[config.mk]
export PLATFORM = sky130hd
export DESIGN_NAME = fb_rect_fill
export DESIGN_NICKNAME = d
export VERILOG_FILES = /design/src/rtl/fb_rect_fill.sv
export SDC_FILE = /design/constraint.sdc
export NUM_CORES = 1
export LEC_CHECK = 0
export ABC_AREA = 0
export BUFFER_PORTS_ARGS = -buffer_cell sky130_fd_sc_hd__buf_2
export CELL_PAD_IN_SITES_DETAIL_PLACEMENT = 0
export CELL_PAD_IN_SITES_GLOBAL_PLACEMENT = 1
export CORE_ASPECT_RATIO = 1.2
export CORE_MARGIN = 2
export CORE_UTILIZATION = 49
export CTS_BUF_LIST = sky130_fd_sc_hd__clkbuf_8
export DETAILED_ROUTE_END_ITERATION = 8
export PLACE_DENSITY = 0.93
export SYNTH_ARGS = -nofsm -noshare
export SYNTH_HDL_FRONTEND = slang
export SYNTH_SLANG_ARGS = --single-unit
[constraint.sdc]
create_clock -name clk -period 9.9 [get_ports clk]
set_input_delay 1.98 -clock clk [delete_from_list [all_inputs] [get_ports clk]]
set_output_delay 1.98 -clock clk [all_outputs]
set_load 0.1 [all_outputs]
[src/rtl/fb_rect_fill.sv]
// Rectangle fill engine: clips a requested rectangle to the framebuffer and streams
// one solid-colour pixel write per accepted handshake, in raster order.
module fb_rect_fill #(
  parameter logic [31:0] FB_BASE_ADDR = 32'hD000_0000,
  parameter int unsigned FB_WIDTH     = 320,
  parameter int unsigned FB_HEIGHT    = 240
) (
  input  logic        clk,
  input  logic        rst,
  input  logic        start,
  input  logic [9:0]  x0,
  input  logic [9:0]  y0,
  input  logic [9:0]  w,
  input  logic [9:0]  h,
  input  logic [23:0] color,
  output logic        wr_valid,
  input  logic        wr_ready,
  output logic [31:0] wr_addr,
  output logic [31:0] wr_data,
  output logic        busy,
  output logic        done,
  output logic        err
);

  typedef enum logic [1:0] {StIdle, StClip, StRun, StFin} state_e;

  localparam logic [10:0] WidthC  = 11'(FB_WIDTH);
  localparam logic [10:0] HeightC = 11'(FB_HEIGHT);
  localparam logic [31:0] Width32 = 32'(FB_WIDTH);

  state_e      state_q, state_d;
  logic [9:0]  x0_q, x0_d, y0_q, y0_d, w_q, w_d, h_q, h_d;
  logic [23:0] color_q, color_d;
  logic [10:0] xe_q, xe_d, ye_q, ye_d, cx_q, cx_d, cy_q, cy_d;
  logic [31:0] row_addr_q, row_addr_d, wr_addr_q, wr_addr_d, wr_data_q, wr_data_d;
  logic        wr_valid_q, wr_valid_d, done_q, done_d, err_q, err_d;

  logic [10:0] x_end, y_end, cx_inc, cy_inc;
  logic [31:0] row_base;

  // 11-bit sums cannot overflow for 10-bit operands.
  assign x_end    = {1'b0, x0_q} + {1'b0, w_q};
  assign y_end    = {1'b0, y0_q} + {1'b0, h_q};
  assign cx_inc   = cx_q + 11'd1;
  assign cy_inc   = cy_q + 11'd1;
  assign row_base = FB_BASE_ADDR + 32'(y0_q) * Width32;

  always_comb begin
    state_d    = state_q;
    x0_d       = x0_q;
    y0_d       = y0_q;
    w_d        = w_q;
    h_d        = h_q;
    color_d    = color_q;
    xe_d       = xe_q;
    ye_d       = ye_q;
    cx_d       = cx_q;
    cy_d       = cy_q;
    row_addr_d = row_addr_q;
    wr_addr_d  = wr_addr_q;
    wr_data_d  = wr_data_q;
    wr_valid_d = wr_valid_q;
    done_d     = 1'b0;
    err_d      = 1'b0;
    unique case (state_q)
      StIdle: begin
        if (start) begin
          x0_d    = x0;
          y0_d    = y0;
          w_d     = w;
          h_d     = h;
          color_d = color;
          state_d = StClip;
        end
      end
      StClip: begin
        if (w_q == '0 || h_q == '0 || {1'b0, x0_q} >= WidthC || {1'b0, y0_q} >= HeightC) begin
          err_d   = 1'b1;
          state_d = StIdle;
        end else begin
          xe_d       = (x_end > WidthC) ? WidthC : x_end;
          ye_d       = (y_end > HeightC) ? HeightC : y_end;
          cx_d       = {1'b0, x0_q};
          cy_d       = {1'b0, y0_q};
          row_addr_d = row_base;
          wr_addr_d  = row_base + 32'(x0_q);
          wr_data_d  = {8'h00, color_q};
          wr_valid_d = 1'b1;
          state_d    = StRun;
        end
      end
      StRun: begin
        if (wr_valid_q && wr_ready) begin
          if (cx_inc < xe_q) begin
            cx_d      = cx_inc;
            wr_addr_d = row_addr_q + 32'(cx_inc);
          end else if (cy_inc < ye_q) begin
            cx_d       = {1'b0, x0_q};
            cy_d       = cy_inc;
            row_addr_d = row_addr_q + Width32;
            wr_addr_d  = row_addr_q + Width32 + 32'(x0_q);
          end else begin
            wr_valid_d = 1'b0;
            done_d     = 1'b1;
            state_d    = StFin;
          end
        end
      end
      StFin: begin
        wr_valid_d = 1'b0;
        state_d    = StIdle;
      end
      default: state_d = StIdle;
    endcase
  end

  always_ff @(posedge clk) begin
    if (rst) begin
      state_q    <= StIdle;
      x0_q       <= '0;
      y0_q       <= '0;
      w_q        <= '0;
      h_q        <= '0;
      color_q    <= '0;
      xe_q       <= '0;
      ye_q       <= '0;
      cx_q       <= '0;
      cy_q       <= '0;
      row_addr_q <= '0;
      wr_addr_q  <= '0;
      wr_data_q  <= '0;
      wr_valid_q <= 1'b0;
      done_q     <= 1'b0;
      err_q      <= 1'b0;
    end else begin
      state_q    <= state_d;
      x0_q       <= x0_d;
      y0_q       <= y0_d;
      w_q        <= w_d;
      h_q        <= h_d;
      color_q    <= color_d;
      xe_q       <= xe_d;
      ye_q       <= ye_d;
      cx_q       <= cx_d;
      cy_q       <= cy_d;
      row_addr_q <= row_addr_d;
      wr_addr_q  <= wr_addr_d;
      wr_data_q  <= wr_data_d;
      wr_valid_q <= wr_valid_d;
      done_q     <= done_d;
      err_q      <= err_d;
    end
  end

  assign wr_valid = wr_valid_q;
  assign wr_addr  = wr_addr_q;
  assign wr_data  = wr_data_q;
  assign busy     = (state_q != StIdle);
  assign done     = done_q;
  assign err      = err_q;

endmodule

Word level (Yosys, flattened, before mapping)
Index checks and enable logic that the tools add are counted.
Widths: inputs -> output; s select.
{"block": "word_totals", "inputBits": 68, "out_inout_bits": 68, "register_bits": 201}
{"block": "classes", "n_lt_le_gt_ge": 6, "reduce_logical": 18, "muxes": 35, "mul": 1, "bitwise": 4, "add_sub_neg": 9, "eq_ne": 10}
{"operator": "$mux 32", "count": 8}
{"operator": "$pmux 32 s2", "count": 2}
{"operator": "$mux 11", "count": 10}
{"operator": "$add 32x10->32", "count": 2}
{"operator": "$pmux 11 s2", "count": 2}
{"operator": "$add 31x20->32 const A", "count": 1}
{"operator": "$add 32x11->32", "count": 1}
{"operator": "$add 32x9->32 const B", "count": 1}
{"operator": "$add 10x10->11", "count": 2}
{"operator": "$add 11x1->11 const B", "count": 2}
{"operator": "$lt 11x11->1", "count": 2}
{"operator": "$logic_not 10->1", "count": 2}
{"operator": "$mul 10x3->13 const B", "count": 1}
{"operator": "$ne 2x2->1 const B", "count": 6}
{"operator": "$gt 11x8->1 const B", "count": 1}
{"operator": "$gt 11x9->1 const B", "count": 1}
{"operator": "$ge 10x8->1 const B", "count": 1}
{"operator": "$ge 10x9->1 const B", "count": 1}
{"operator": "$mux 2", "count": 5}
{"operator": "$reduce_and 5->1", "count": 2}
{"operator": "$pmux 2 s4", "count": 1}
{"operator": "$reduce_and 4->1", "count": 2}
{"operator": "$mux 1", "count": 6}
{"operator": "$eq 2x2->1 const B", "count": 2}
{"operator": "other kinds (12)", "count": 19}

Depth between registers and ports, before layout
{"block": "depth", "word_depth": 6, "depth_mapped": 17, "depth_no_buf": 15}

Worst setup path before layout
OpenSTA, ideal clock, no wires.
{"block": "synth_timing", "path_kind": "register -> register", "startpoint": "register wr_addr[0] (netlist name)", "endpoint": "register wr_addr_q[17] (netlist: wr_addr[17])", "path_buffers": 3, "arrival_time_ps": 3476, "slack_ps": 6359, "t_required_ps": 9835, "synth_period_minus_slack_ps": 3541, "stages_incl_launch_ff": 17, "path_cell_list": "dfxtp_1 ha_1 and3_1 and3_1 nand3_1 xnor2_1 ha_1 a21oi_1 o211a_1 a22o_1 clkbuf_1 a21oi_1 o21ai_0 clkbuf_1 clkbuf_1 o21ai_0 nor2_1"}
{"element": "end signal, assigned", "line_no": "147", "text": "wr_addr_q <= wr_addr_d;"}
{"element": "end, declared", "line_no": "35", "text": "logic [31:0] row_addr_q, row_addr_d, wr_addr_q, wr_addr_d, wr_data_q, wr_data_d;"}

==> results.yml <==
pwr:
  pwr-share-comb: 0.253
  switchingPower_uw: 699
  p_sw_frac: 0.371
  internal_power_uw: 1180
  clockPowerShare: 0.288
  ir_drop_v: 0.000104
  leakagePower_uw: 0.00530
  power_density_nw_per_um2: 143
  sequentialPowerShare: 0.460
drt:
  ant_nets: 0
  num_vias: 11560
  drt_wl_total_mm: 35.3
  drt_pass1_iterations: 5
  drtIter0Drc: 589
  drc: 0
  wire_per_inst_um: 18.0
  viasPerCell: 5.89
sta:
  skew_ns: 0.0203
  rsz0062_at_grt: "false"
  fin_crit_ns: 4.58
  max_freq_mhz: 218
  slew_headroom: 0.195
  setup_tns_ns: 0
  hold_viol: 0
  period_share: 0.462
  setup_viol: 0
  worst_pin_slew_ns: 1.20
  drv_slew: 0
cells_and_area:
  drive_above_1_share: 0.126
  final_util: 0.547
  finalNetCount: 1774
  num_antenna_cells: 0
  fillerInstances: 2354
  area_delta_synth_final_pct: 9.48
yosys:
  ys_seq_elements: 194
  synthCells: 1570
  synth-edff-count: 0
  yosysSeqAreaShare: 0.324
  synth.avg_cell_area_sq_um: 7.63
  synth_flop_cell: "dfxtp_1"
  synthDistinctLibCells: 79
  netlist_area_sq_um: 12000
  yosys_warnings: 0
  async_flop_share: 0
placed_design:
  port_buffers: 127
  dp_hpwl_mm: 25.3
  gp_congestion: 0.902
status:
  status: "finished clean"
clock_network:
  cts_resized: 0
  cts_tree: "done"
  cts_root_buffer: "clkbuf_8"
  clock_sinks: 194
  cts_max_path_buffers: 2
  clk-insertion-delay-late_ns: 0.51
  htree_levels: 4
  postCtsSetupRepairBufs: 0
  cts-hold-fix-buffers: 0
  cts_inserted_buffers: 17
  clk_pin_slew_ns: 0.11
grt:
  overflow: 0
  grt_pass1_wl_mm: 57.4
  grt_pass1_vias: 11276
  grt_antenna_before_repair: 2
  grt_max_degree: 90
  grt_usage: 0.277
worst_hold_path:
  hold_path.class: "register to register"
floorplan:
  die-area_sq_um: 25700
  die_h_um: 175
  core_area_sq_um: 24000
  start_util: 0.500
  fp-row-count: 62
  die_x_um: 147
  pin_count: 136
setup_path:
  worstSetupEndpointType: "register"
  cp.required_ns: 10.25
  critPathMaxFanout: 30
  start_kind: "register"
  worstSetupPathType: "register to register"
  cp.arrival_ns: 4.93
job:
  cap_viol_max_count: 0
## sequential cells by signal (all words and copies together), names as in the netlist, 2 cells and up
signal,cells
color_q,24
cx_q,10
cy_q,11
h_q,10
row_addr_q,26
state_q,2
w_q,10
wr_addr,32
wr_data,24
x0_q,10
xe_q,11
y0_q,10
ye_q,11
## Yosys cell counts, types with 12 or more instances
cell	instances	area (sq um)
a211oi_1	18	135
a21o_1	15	113
a21oi_1	189	946
a31oi_1	12	75.1
and2_1	12	75.1
and3_1	18	113
buf_4	15	113
clkbuf_1	76	285
dfxtp_1	194	3880
ha_1	74	926
inv_1	36	135
nand2_1	283	1060
nand3_1	47	235
nand4_1	20	125
nor2_1	114	428
nor3_1	44	220
nor4_1	14	87.6
o211ai_1	12	90.1
o21ai_0	68	340
or3_1	13	81.3
xnor2_1	52	455
xor2_1	49	429
## cell type report
class	instances	area [sq um]	share of cell area
Multi-Input combinational cell	1239	7540	0.575
Tap cell	320	400	0.0305
Sequential cell	194	3880	0.296
Timing Repair Buffer	140	736	0.0561
Clock inverter	14	166	0.0127
Clock buffer	18	248	0.0189
Inverter	36	135	0.0103
## stage by stage
| step | instance area [sq um] | std cells | hold WS, ns | power [uW] | worst slack, ns |
|---|---|---|---|---|---|
| after floorplan | 12000 | 1579 | 0.417 | 1230 | 6.36 |
| after global routing | 13100 | 1961 | 0.464 | 1980 | 5.00 |
| after global placement | 12700 | 1929 | 0.431 | 1340 | 5.59 |
| after CTS | 13100 | 1961 | 0.451 | 1890 | 5.43 |
| final | 13100 | 1961 | 0.450 | 1880 | 5.32 |
| after detailed placement | 12700 | 1929 | 0.440 | 1350 | 5.46 |
## power by group through the flow
stage               clock, uW  combinational (uW)  sequential, uW
global route              584                 521             870
detailed placement          0                 471             881
global placement            0                 464             880
finish                    541                 475             864
CTS                       553                 473             864
floorplan                   0                 317             910
## worst paths after layout
kind	from	endpoint	slack, ns	depth (start not counted)
setup / recovery	wr_addr[0]	cx_q[8]	5.32	16
hold reg to reg	wr_addr[10]	wr_addr[10]	0.45	2
hold / removal	wr_addr[10]	wr_addr[10]	0.45	2
setup reg to reg	wr_addr[0]	cx_q[8]	5.32	16
## layout by cell type (no fill, tap or decap), types with 36 or more instances in the layout
master,n
xnor2_1,52
dfxtp_1,194
buf_2,126
xor2_1,49
nand3_1,47
nor2_1,114
nor3_1,44
ha_1,74
a21oi_1,188
o21ai_0,67
inv_1,36
nand2_1,282
## logic make-up after synthesis
| family | synth area share |
|---|---|
| flip-flops | 0.324 |
| multiplexers | 0.00585 |
| buffers and inverters | 0.0516 |
| other | 0.000313 |
| AO/OA/AOI/OAI | 0.217 |
| adder cells (fa/ha/maj) | 0.0840 |
| XOR/XNOR | 0.0739 |
| AND/OR/NAND/NOR | 0.243 |
## routing by layer
metal | wire, um | track usage | vias up | share of wire
met5 | 7 | 0 | - | 0.00020
met4 | 1700 | 0.146 | 2 | 0.048
met3 | 2490 | 0.0688 | 104 | 0.071
met2 | 16800 | 0.470 | 379 | 0.48
met1 | 14300 | 0.322 | 5407 | 0.40
li1 | - | - | 5668 | -
## worst max-delay path, stage by stage, from the launching register on
cell and delay [ns]:
dfxtp_1 0.47, ha_1 0.30, and3_1 0.25, and3_1 0.27, nand3_1 0.12, xnor2_1 0.18, ha_1 0.32, a21oi_1 0.11
o211a_1 0.15, a22oi_2 0.23, buf_4 0.36, o21ai_0 0.22, a31oi_2 0.74, buf_4 0.38, a21oi_1 0.08, a21oi_1 0.17
nor2_1 0.07
Power figures use the tool's default switching activity.
